[src/rtl/if_fetch_stage.sv]
// ---------------------------------------------------------------------------
// if_fetch_stage : instruction-fetch stage of the five-stage pipeline.
//
// Owns the PC, drives it to the external PC+4 adder and to the instruction
// memory request/ready port, and loads the IF/ID pipeline register. Handles
// hazard-unit stalls and branch/jump redirects (flush of IF/ID).
//
// Optional build macro:
//   IF_PERF_CNT_EN - adds perf_fetch_cnt / perf_bubble_cnt counter outputs.
// ---------------------------------------------------------------------------
module if_fetch_stage #(
  parameter logic [31:0] RESET_PC  = 32'h0000_0000,
  parameter logic [31:0] NOP_INSTR = 32'h0000_0000
) (
  input  logic        clk,
  input  logic        rst_n,
  input  logic        stall,
  input  logic        redirect,
  input  logic [31:0] redirect_pc,
  output logic [31:0] pc_out,
  input  logic [31:0] pc_plus4_in,
  output logic        imem_req,
  output logic [31:0] imem_addr,
  input  logic        imem_ready,
  input  logic [31:0] imem_rdata,
  output logic        if_id_valid,
  output logic [31:0] if_id_instr,
  output logic [31:0] if_id_pc4
`ifdef IF_PERF_CNT_EN
  ,
  output logic [31:0] perf_fetch_cnt,
  output logic [31:0] perf_bubble_cnt
`endif
);

  localparam logic [31:0] ALIGN_MASK = 32'hFFFF_FFFC;

  // BOOT and FLUSH are both single no-request cycles; FETCH is the working state
  typedef enum logic [1:0] {
    BOOT  = 2'd0,
    FETCH = 2'd1,
    FLUSH = 2'd2
  } state_e;

  state_e      state_q, state_d;
  logic [31:0] pc_q, pc_d;
  logic        valid_q, valid_d;
  logic [31:0] instr_q, instr_d;
  logic [31:0] pc4_q, pc4_d;
  logic [31:0] redirect_tgt;

  assign redirect_tgt = redirect_pc & ALIGN_MASK;

  // Next-state and IF/ID update, priority redirect > stall > ready > bubble
  always_comb begin
    state_d = state_q;
    pc_d    = pc_q;
    valid_d = valid_q;
    instr_d = instr_q;
    pc4_d   = pc4_q;
    case (state_q)
      FETCH: begin
        if (redirect) begin
          pc_d    = redirect_tgt;
          valid_d = 1'b0;
          instr_d = NOP_INSTR;
          // A response in this cycle closes the transaction, so the new address
          // may be presented immediately; otherwise drop req for one cycle.
          state_d = imem_ready ? FETCH : FLUSH;
        end else if (stall) begin
          state_d = FETCH;
        end else if (imem_ready) begin
          instr_d = imem_rdata;
          pc4_d   = pc_plus4_in;
          valid_d = 1'b1;
          pc_d    = pc_plus4_in & ALIGN_MASK;
        end else begin
          valid_d = 1'b0;
          instr_d = NOP_INSTR;
        end
      end
      default: begin
        // BOOT / FLUSH: no transaction in flight, IF/ID carries a bubble
        valid_d = 1'b0;
        instr_d = NOP_INSTR;
        if (redirect) begin
          pc_d = redirect_tgt;
        end
        state_d = FETCH;
      end
    endcase
  end

  // State, PC and IF/ID registers with asynchronous active-low reset
  always_ff @(posedge clk or negedge rst_n) begin
    if (!rst_n) begin
      state_q <= BOOT;
      pc_q    <= RESET_PC & ALIGN_MASK;
      valid_q <= 1'b0;
      instr_q <= NOP_INSTR;
      pc4_q   <= '0;
    end else begin
      state_q <= state_d;
      pc_q    <= pc_d;
      valid_q <= valid_d;
      instr_q <= instr_d;
      pc4_q   <= pc4_d;
    end
  end

  // Request follows the stall input combinationally so a stall never leaves
  // a transaction outstanding; reset forces BOOT and drops req at once.
  assign imem_req    = (state_q == FETCH) && !stall;
  assign imem_addr   = pc_q;
  assign pc_out      = pc_q;
  assign if_id_valid = valid_q;
  assign if_id_instr = instr_q;
  assign if_id_pc4   = pc4_q;

`ifdef IF_PERF_CNT_EN
  logic        fetch_evt;
  logic        bubble_evt;
  logic [31:0] fetch_cnt_q;
  logic [31:0] bubble_cnt_q;

  assign fetch_evt  = (state_q == FETCH) && !redirect && !stall && imem_ready;
  assign bubble_evt = (state_q == FETCH) && !redirect && !stall && !imem_ready;

  // Free-running event counters, wrapping naturally at 2^32
  always_ff @(posedge clk or negedge rst_n) begin
    if (!rst_n) begin
      fetch_cnt_q  <= '0;
      bubble_cnt_q <= '0;
    end else begin
      if (fetch_evt) begin
        fetch_cnt_q <= fetch_cnt_q + 32'd1;
      end
      if (bubble_evt) begin
        bubble_cnt_q <= bubble_cnt_q + 32'd1;
      end
    end
  end

  assign perf_fetch_cnt  = fetch_cnt_q;
  assign perf_bubble_cnt = bubble_cnt_q;
`endif

endmodule

[config.mk]
export PLATFORM = sky130hd
export DESIGN_NAME = if_fetch_stage
export DESIGN_NICKNAME = d
export VERILOG_FILES = /design/src/rtl/if_fetch_stage.sv
export SDC_FILE = /design/constraint.sdc
export NUM_CORES = 1
export LEC_CHECK = 0
export ABC_AREA = 0
export CAP_MARGIN = 20
export CORE_MARGIN = 2
export CORE_UTILIZATION = 35
export DETAILED_ROUTE_END_ITERATION = 10
export GPL_TIMING_DRIVEN = 0
export PLACE_DENSITY = 0.83
export REMOVE_ABC_BUFFERS = 1
export SETUP_SLACK_MARGIN = 0.15
export SYNTH_ARGS = -nofsm -noshare
export SYNTH_HDL_FRONTEND = slang
export SYNTH_SLANG_ARGS = --single-unit
[constraint.sdc]
create_clock -name clk -period 1.4 [get_ports clk]
set_input_delay 0.21 -clock clk [delete_from_list [all_inputs] [get_ports clk]]
set_output_delay 0.21 -clock clk [all_outputs]
set_load 0.02 [all_outputs]
==> results of run 1 <==
path summary, 6_finish.rpt:
check / slack, ns / depth (start not counted) / endpoint
worst max-delay path: -0.13 / 6 / if_id_instr[18]
worst min-delay path: 0.31 / 3 / imem_addr[31]
worst max register to register: -0.13 / 6 / if_id_instr[18]
worst min register to register: 0.47 / 2 / if_id_valid
max in group asynchronous: 0.32 / 3 / if_id_pc4[17]
min in group asynchronous: 0.41 / 2 / if_id_instr[30]
flip-flops by register name (all words and copies together), names as in the netlist:
register,count
imem_addr,30
if_id_instr,32
state_q,2
if_id_pc4,32
if_id_valid,1
logic make-up after synthesis:
kind of cell	count (synthesis)
AO/OA/AOI/OAI	63
multiplexers	32
flip-flops	97
buffers and inverters	60
other	1
AND/OR/NAND/NOR	38
tightest hold or removal path: cells and delay by family:
family	cells	cell delay, ns
AND/OR/NAND/NOR	1	0.10
buffers and inverters	1	0.22
AO/OA/AOI/OAI	1	0.07
metrics by stage:
| step | setup TNS [ns] | util |
|---|---|---|
| floorplan | -106.02 | - |
| global placement | -651.30 | 0.535 |
| detailed placement | -75.43 | 0.545 |
| CTS | -6.95 | 0.617 |
| global route | -13.10 | 0.597 |
| finish | -7.43 | 0.597 |
routing by layer:
metal	vias up	track usage
met4	0	0.0732
met1	1691	0.254
met3	17	0.0643
met2	182	0.375
met5	-	0
li1	1494	-
power by group through the flow:
stage	Combinational [mW]	Clock (mW)	Sequential, mW
after detailed placement	2.45	0	3.43
after CTS	2.44	2.69	3.39
final	2.34	2.62	3.39
after global routing	2.47	2.81	3.43
after floorplan	0.439	0	3.96
after global placement	2.38	0	3.41
layout make-up:
cell class / count / area (µm²) / share of cell area
clock inverters: 7 / 95.1 / 0.0139
well taps: 143 / 179 / 0.0262
multi-input cells: 140 / 1350 / 0.198
clock buffers: 9 / 225 / 0.0330
flip-flops and latches: 97 / 2430 / 0.356
repair buffers: 257 / 2530 / 0.371
inverters: 2 / 7.51 / 0.00110
repair_timing:
action / 4_1_cts / 5_1_grt
hold buffers: 1 / 0
setup buffers: 17 / 2
endpoints found under the setup margin: 221 / 152
resized for setup: 366 / 63
hold endpoints to repair: 42 / 0
cloned: 9 / 2
pin swaps: 8 / 21
placed cells by master, fill, tap and decap left out, types with 2 or more instances in the layout:
master           netlist  routed
clkbuf_2               0      39
conb_1                 1       4
clkdlybuf4s15_1        0      15
buf_4                 37       6
nand2_1                3       3
buf_2                  8      26
clkbuf_16              0      10
clkinv_4               0       2
dfrtp_1               97      96
a22o_1                32      32
clkdlybuf4s15_2        0      45
buf_8                  0       3
nand3_4                0       2
mux2_4                 0       2
buf_12                 0       8
buf_6                  7      10
a221o_1               29      29
mux2_2                29      29
and3_4                 0       2
nor3b_1               29      25
buf_16                 0       7
clkinv_2               0       2
clkdlybuf4s50_1        0      95
nor3b_2                0       4
bufinv_16              0       2
==> metrics, run 1 <==
DR vias/cell 5.17; number of global-route vias before repair 3732; worst setup margin -0.130 ns; Worst Setup Start Kind flop; Final period util 1.09; mean area per synthesized cell 14.1 µm²; Post-DRT Antenna Nets 0; mux cell area share after synthesis 0.0876; Placed Area 0.00623 mm²; RSZ-0062 raised after global routing yes; WL/cell 20.6 µm; initial core utilization 0.359; total power draw 8.35 mW; Critical Path AT 1.80 ns; status complete, but fails checks; Final Max Slew Viols 0; Fin Clk Skew 0.00578 ns; Worst setup startpoint state_q[1]; post-synth top area cell dfrtp_1; Clock Sinks 97; P per Cell Area 1220 mW/mm²; post-synthesis xor/xnor area fraction 0; core area 0.0114 mm²; Met2 Wirelength 6760 µm; first-pass GRT wire length 21000 µm; Hold Crit Class in2reg; Commonest cells post-synth dfrtp_1 (97), buf_4 (37), a22o_1 (32); post-synthesis sequential area ratio 0.592; Logic pwr share 0.281; minimum clock period 1.53 ns; Max IR drop VDD 0.000782 V; switching power 2.47 mW; worst r2r src state_q[1]; CP Max Fanout 11; # setup viols final 93; CTS tree done; Die Y 112 µm; Top FF cell, synth dfrtp_1; Hold Crit Start redirect; die area 0.0126 mm²; maxcap violations 0; Highest Signal Layer met4; Slowest cell on crit path dfrtp_2; initial antenna violation count 0; design area 0.00682 mm²; DRT iter0 DRCs 164; grt total ovfl 0; switching part of the total 0.296; worst path cell trace nor3b_4 > and3_4 > buf_12 > buf_6 > buf_16 > a22o_1; Clk Latency, worst-skew pair 0.34 ns; Internal 5.88 mW; post-synthesis simple-gate area fraction 0.0721; CP bufs+invs 3; Die X 112 µm; CP required 1.67 ns; Leak Pwr 3.06 nW; Layout area overhead 66.4%; I/O Pins 231; family with the most delay on the worst path simple AND/OR/NAND/NOR gates; WL met3 1230 µm; violated checks setup timing; flops & latches, synth 97; Yosys top cell area share 0.592; fill count 908; pin count of the biggest net entering global routing 56; ant diodes 0; placed insts 608; largest family of logic cells by synthesized area compound AO/OA/AOI/OAI gates; Gate Count Post-Synth 291; Port Buffers 224; Max-slew headroom 0.608; Residual DRC 0; dpl hpwl 8330 µm; CTS buffer count 9; critical path class reg2reg; # nets final 608; share of cells above drive strength 1 0.402; gpl congestion 0.800; measured slew at the worst slew-check pin 0.587 ns; Max Clk Rate 0.654 GHz; max incr delay on CP 0.44 ns; Reg power frac 0.406; clk slew on worst S/H paths 0.06 ns; Fin. Hold Viols 0; via count 3384; post-synthesis adder-cell area fraction 0; GRT Overall Usage 0.215; H-tree Lvls 3; WL met1 5280 µm; post-route non-filler standard cell count 655; Synth Area in Compound Gates 0.143; CP endpoint kind flop; Hold Worst Slack 0.308 ns; largest cells by area after synthesis dfrtp_1 (59%), mux2_2 (8.0%), a221o_1 (7.1%), a22o_1 (6.8%), buf_4 (6.8%); Max clock buf depth 2; asr flop ratio synth 1.00; yosys warns 0; EDFF count, synth 0; row count 39; cell with the most instances after synthesis dfrtp_1; Clock Power Share 0.313; Mapped Area 0.00410 mm²; DP Worst Slack -1.01 ns; First-pass DRT Iterations 4; overall routed net length 13500 µm; CTS root buffer clkbuf_16; count of different cell masters after synthesis 23
(Power assumes the default switching activity.)
==> inputs of run 2 (changes only) <==
--- a/config.mk
+++ b/config.mk
@@ -11,7 +11,7 @@
 export CORE_UTILIZATION = 35
 export DETAILED_ROUTE_END_ITERATION = 10
 export GPL_TIMING_DRIVEN = 0
-export PLACE_DENSITY = 0.83
+export PLACE_DENSITY = 0.77
 export REMOVE_ABC_BUFFERS = 1
 export SETUP_SLACK_MARGIN = 0.15
 export SYNTH_ARGS = -nofsm -noshare
==> run 2 against run 1 <==
Effect of this change:
- the flow still finishes with violations (setup timing)
- die area unchanged
- sequential power about the same
- clock skew increased by 0.00079 ns
- worst hold slack got worse by 0.034 ns
- register-to-register slack about the same
- critical endpoint is now imem_addr[6]
- clock-buffer cell count increased by 5
- critical path type unchanged
- core utilization decreased by 0.31 points
- first-iteration DRC count increased by 24%
- total power decreased by 3.6%
- critical path depth decreased by 2
- highest routed layer unchanged
==> metrics, run 2 (same netlist as run 1, synthesis figures left out) <==
number of global-route vias before repair 3685; post-route non-filler standard cell count 661; CP required 1.62 ns; placed insts 608; GRT Overall Usage 0.218; P per Cell Area 1190 mW/mm²; Hold Crit Class in2reg; Hold Worst Slack 0.274 ns; Max IR drop VDD 0.000616 V; Critical Path AT 1.76 ns; ant diodes 0; minimum clock period 1.54 ns; Max clock buf depth 2; maxcap violations 0; share of cells above drive strength 1 0.423; pin count of the biggest net entering global routing 58; hold path endpoint imem_addr[31]; Clock Sinks 97; # nets final 614; RSZ-0062 raised after global routing yes; setup tns final -8.23 ns; First-pass DRT Iterations 6; Post-DRT Antenna Nets 0; DR vias/cell 5.19; Clk Latency, worst-skew pair 0.34 ns; Util after Layout 0.594; CP Max Fanout 10; fill count 931; FF-to-FF setup slack -0.14 ns; I/O Pins 231; # setup viols final 95; DRT iter0 DRCs 204; Residual DRC 0; Critical R2R Capture imem_addr[6]; Max Clk Rate 0.649 GHz; CTS tree done; Worst Setup Start Kind flop; first-pass GRT wire length 21000 µm; Final Max Slew Viols 0; critical path class reg2reg; status complete, but fails checks; Port Buffers 224; Final period util 1.10; Hold Crit Start redirect; Leak Pwr 3.09 nW; Worst Hold Depth 3; dpl hpwl 8500 µm; worst setup margin -0.141 ns; row count 39; Fin. Hold Viols 0; Reg2Reg Depth 4; H-tree Lvls 3; clk slew on worst S/H paths 0.06 ns; WL/cell 21.1 µm; initial antenna violation count 0; most frequent cells in the layout dfrtp_1 (96), clkdlybuf4s50_1 (95), clkbuf_2 (53); design area 0.00678 mm²; CTS root buffer clkbuf_16; worst r2r src state_q[1]; Max-slew headroom 0.618; grt total ovfl 0; overall routed net length 13900 µm; Die Y 112 µm; violated checks setup timing; Placed Area 0.00623 mm²; Fin Clk Skew 0.00657 ns; measured slew at the worst slew-check pin 0.573 ns; most common cell after layout, fill and taps aside dfrtp_1; Layout area overhead 65.5%; Die X 112 µm; initial core utilization 0.359; gpl congestion 0.800; CTS buffer count 9; via count 3433; total power draw 8.05 mW; CP endpoint kind flop; core area 0.0114 mm²; DP Worst Slack -1.02 ns; die area 0.0126 mm²
==> run 2: changes by cell type in the layout (fill, tap and decap cells not counted), sizes merged <==
cell	change
clkbuf	+20
bufbuf	+1
buf	+5
clkdlybuf4s15	-15
bufinv	-2
clkinv	-3
==> run 2: power by group <==
| part | internal (mW) | switching (mW) | total (mW) |
|---|---|---|---|
| Combinational | 1.14 | 1.20 | 2.34 |
| Sequential | 3.16 | 0.221 | 3.38 |
| Clock | 1.30 | 1.03 | 2.33 |
| Total | 5.60 | 2.45 | 8.05 |
==> run 2: worst max-delay path by stage <==
stage                            to        from  depth (start not counted)  slack [ns]
global placement    if_id_instr[23]    redirect                          3       -5.01
CTS                   if_id_pc4[10]  state_q[1]                          5       -0.10
detailed placement    if_id_pc4[10]       stall                          4       -1.02
finish                 imem_addr[6]  state_q[1]                          4       -0.14
floorplan            if_id_instr[0]  state_q[1]                          2       -1.93
global route          if_id_pc4[28]  state_q[1]                          5       -0.18
==> run 2: cell type report <==
type,instances,area (µm²),share of cell area
clock buffers,14,264,0.0389
clock inverters,2,12.5,0.00184
inverters,2,7.51,0.00111
multi-input cells,140,1410,0.207
flip-flops and latches,97,2430,0.358
well taps,143,179,0.0264
repair buffers,263,2490,0.367
==> run 2: worst max-delay path, cell delays in order (launching register included) <==
cell       delay (ns)
dfrtp_2          0.44
and4bb_4         0.46
clkbuf_16        0.20
nor3b_1          0.05
a221o_1          0.27
==> run 2: what timing repair did <==
item                                    CTS  global route
gates resized for setup                 348            89
setup buffers                            19             4
endpoints found under the setup margin  221           173
hold endpoints to repair                 40             0
cloned                                   11             2
hold buffers                              1             0
pin swaps                                 9            16
==> run 2: routing by layer <==
| metal | global-route usage | vias to the layer above | share of wire |
|---|---|---|---|
| met5 | 0 | - | 0 |
| met4 | 0.0984 | 0 | 0.029 |
| met3 | 0.0599 | 30 | 0.076 |
| met2 | 0.376 | 184 | 0.51 |
| met1 | 0.253 | 1705 | 0.38 |
| li1 | - | 1514 | - |
==> inputs of run 3 (changes only) <==
--- a/config.mk
+++ b/config.mk
@@ -8,10 +8,10 @@
 export ABC_AREA = 0
 export CAP_MARGIN = 20
 export CORE_MARGIN = 2
-export CORE_UTILIZATION = 35
+export CORE_UTILIZATION = 30
 export DETAILED_ROUTE_END_ITERATION = 10
 export GPL_TIMING_DRIVEN = 0
-export PLACE_DENSITY = 0.77
+export PLACE_DENSITY = 0.68
 export REMOVE_ABC_BUFFERS = 1
 export SETUP_SLACK_MARGIN = 0.15
 export SYNTH_ARGS = -nofsm -noshare
==> run 3 against run 2 <==
Effect of this change:
- the run still ends with setup timing left
- largest power group unchanged
- non-clock buffer count shrank 4
- setup slack lost 0.044 ns
- maximum frequency shrank 2.8%
- via count grew 0.29%
- clock-buffer cell count shrank 2
- routed wire length grew 3.1%
- flip-flop and latch count is the same
==> metrics, run 3 (same netlist as run 1, synthesis figures left out) <==
Critical Path AT 1.80 ns; grt total ovfl 0; initial antenna violation count 0; Met2 Wirelength 7300 µm; number of global-route vias before repair 3674; DRT iter0 DRCs 176; core area 0.0133 mm²; measured slew at the worst slew-check pin 0.550 ns; Post-DRT Antenna Nets 0; die area 0.0146 mm²; violated checks setup timing; DR vias/cell 4.98; Final period util 1.13; Die Y 121 µm; Highest Signal Layer met4; post-route non-filler standard cell count 691; critical path class reg2reg; H-tree Lvls 3; ant diodes 0; DP Worst Slack -1.01 ns; Hold Worst Slack 0.360 ns; Slowest cell on crit path dfrtp_2; Util after Layout 0.525; worst path cell trace nor3b_4 > buf_6 > and3_4 > buf_12 > clkbuf_16 > a221o_1; Worst Setup Start Kind flop; Critical R2R Capture imem_addr[27]; CTS buffer count 9; # setup viols final 96; First-pass DRT Iterations 4; RSZ-0062 raised after global routing yes; Port Buffers 224; # nets final 611; first-pass GRT wire length 21000 µm; initial core utilization 0.308; gpl congestion 0.750; Final Max Slew Viols 0; Max Clk Rate 0.631 GHz; P per Cell Area 1210 mW/mm²; setup tns final -13.26 ns; WL/cell 20.8 µm; placed insts 640; Max clock buf depth 2; Fin. Hold Viols 0; Clock Sinks 97; WL met3 1220 µm; Leak Pwr 3.10 nW; minimum clock period 1.58 ns; Max IR drop VDD 0.000582 V; maxcap violations 0; most common cell after layout, fill and taps aside dfrtp_1; overall routed net length 14400 µm; via count 3443; CTS root buffer clkbuf_16; Residual DRC 0; dpl hpwl 8360 µm; Worst setup startpoint state_q[0]; share of cells above drive strength 1 0.404; most frequent cells in the layout dfrtp_1 (95), clkdlybuf4s50_1 (94), clkbuf_2 (45); Hold Crit Class in2async; status complete, but fails checks; GRT Overall Usage 0.189; Fin Clk Skew 0.0107 ns; Layout area overhead 70.2%; max incr delay on CP 0.41 ns; CP required 1.62 ns; worst setup margin -0.185 ns; CP Max Fanout 5; worst r2r src state_q[0]; Die X 121 µm; row count 42; CTS tree done; CP endpoint kind flop; Reg2Reg Depth 6; pin count of the biggest net entering global routing 53; Max-slew headroom 0.633; Clk Latency, worst-skew pair 0.34 ns; WL met1 5580 µm; clk slew on worst S/H paths 0.07 ns; FF-to-FF setup slack -0.18 ns; I/O Pins 231
==> run 3: changes by cell type in the layout (fill, tap and decap cells not counted), sizes merged <==
cell,delta
and3,-1
and4bb,+1
buf,-16
bufbuf,-1
bufinv,+2
clkbuf,-7
clkdlybuf4s15,+18
clkdlybuf4s50,-1
clkinv,-1
clkinvlp,+1
dlygate4sd2,+1
nand3,+1
==> run 3: final cells by class <==
class,count,area [µm²]
fillers,1150,6320
clock inverters,4,75.1
well taps,176,220
repair buffers,259,2580
inverters,2,7.51
clock buffers,12,256
multi-input cells,141,1400
flip-flops and latches,97,2430
==> run 3: worst max-delay path by stage <==
stage | to | slack, ns | cells after the start
2_1_floorplan | if_id_instr[0] | -1.93 | 2
3_3_place_gp | if_id_instr[13] | -5.06 | 3
3_5_place_dp | if_id_pc4[17] | -1.01 | 4
4_1_cts | if_id_pc4[4] | -0.14 | 5
5_1_grt | if_id_pc4[27] | -0.26 | 5
6_report | imem_addr[27] | -0.18 | 6
==> run 3: metrics by stage <==
stage               instance area [µm²]  power (mW)
finish                             6980        8.46
global route                       6980        8.85
CTS                                7060        8.59
detailed placement                 6240        5.87
global placement                   6150        5.80
floorplan                          3690        4.40
==> run 3: per-layer routing <==
layer / vias up / global-route usage
met5: - / 0
met4: 0 / 0.0756
met3: 16 / 0.0536
met2: 182 / 0.322
met1: 1735 / 0.223
li1: 1510 / -
==> run 3: where the power goes <==
group | leakage (nW) | switching [mW] | total [mW] | internal (mW)
Sequential | 1.22 | 0.222 | 3.38 | 3.16
Combinational | 1.72 | 1.20 | 2.38 | 1.18
Clock | 0.155 | 1.04 | 2.70 | 1.66
==> run 3: worst max-delay path, delay by kind of cell, from the launching register on <==
| kind | cells | cell delay, ns |
|---|---|---|
| buf+inv | 3 | 0.44 |
| flops | 1 | 0.41 |
| simple gates | 2 | 0.34 |
| compound gates | 1 | 0.29 |
==> run 3: repair_timing <==
action | in CTS | in global routing
pin swaps | 18 | 27
setup endpoints to repair | 221 | 161
setup buffers | 15 | 5
cloned | 8 | 6
hold endpoints to repair | 45 | 0
hold buffers | 1 | 0
resized for setup | 347 | 73
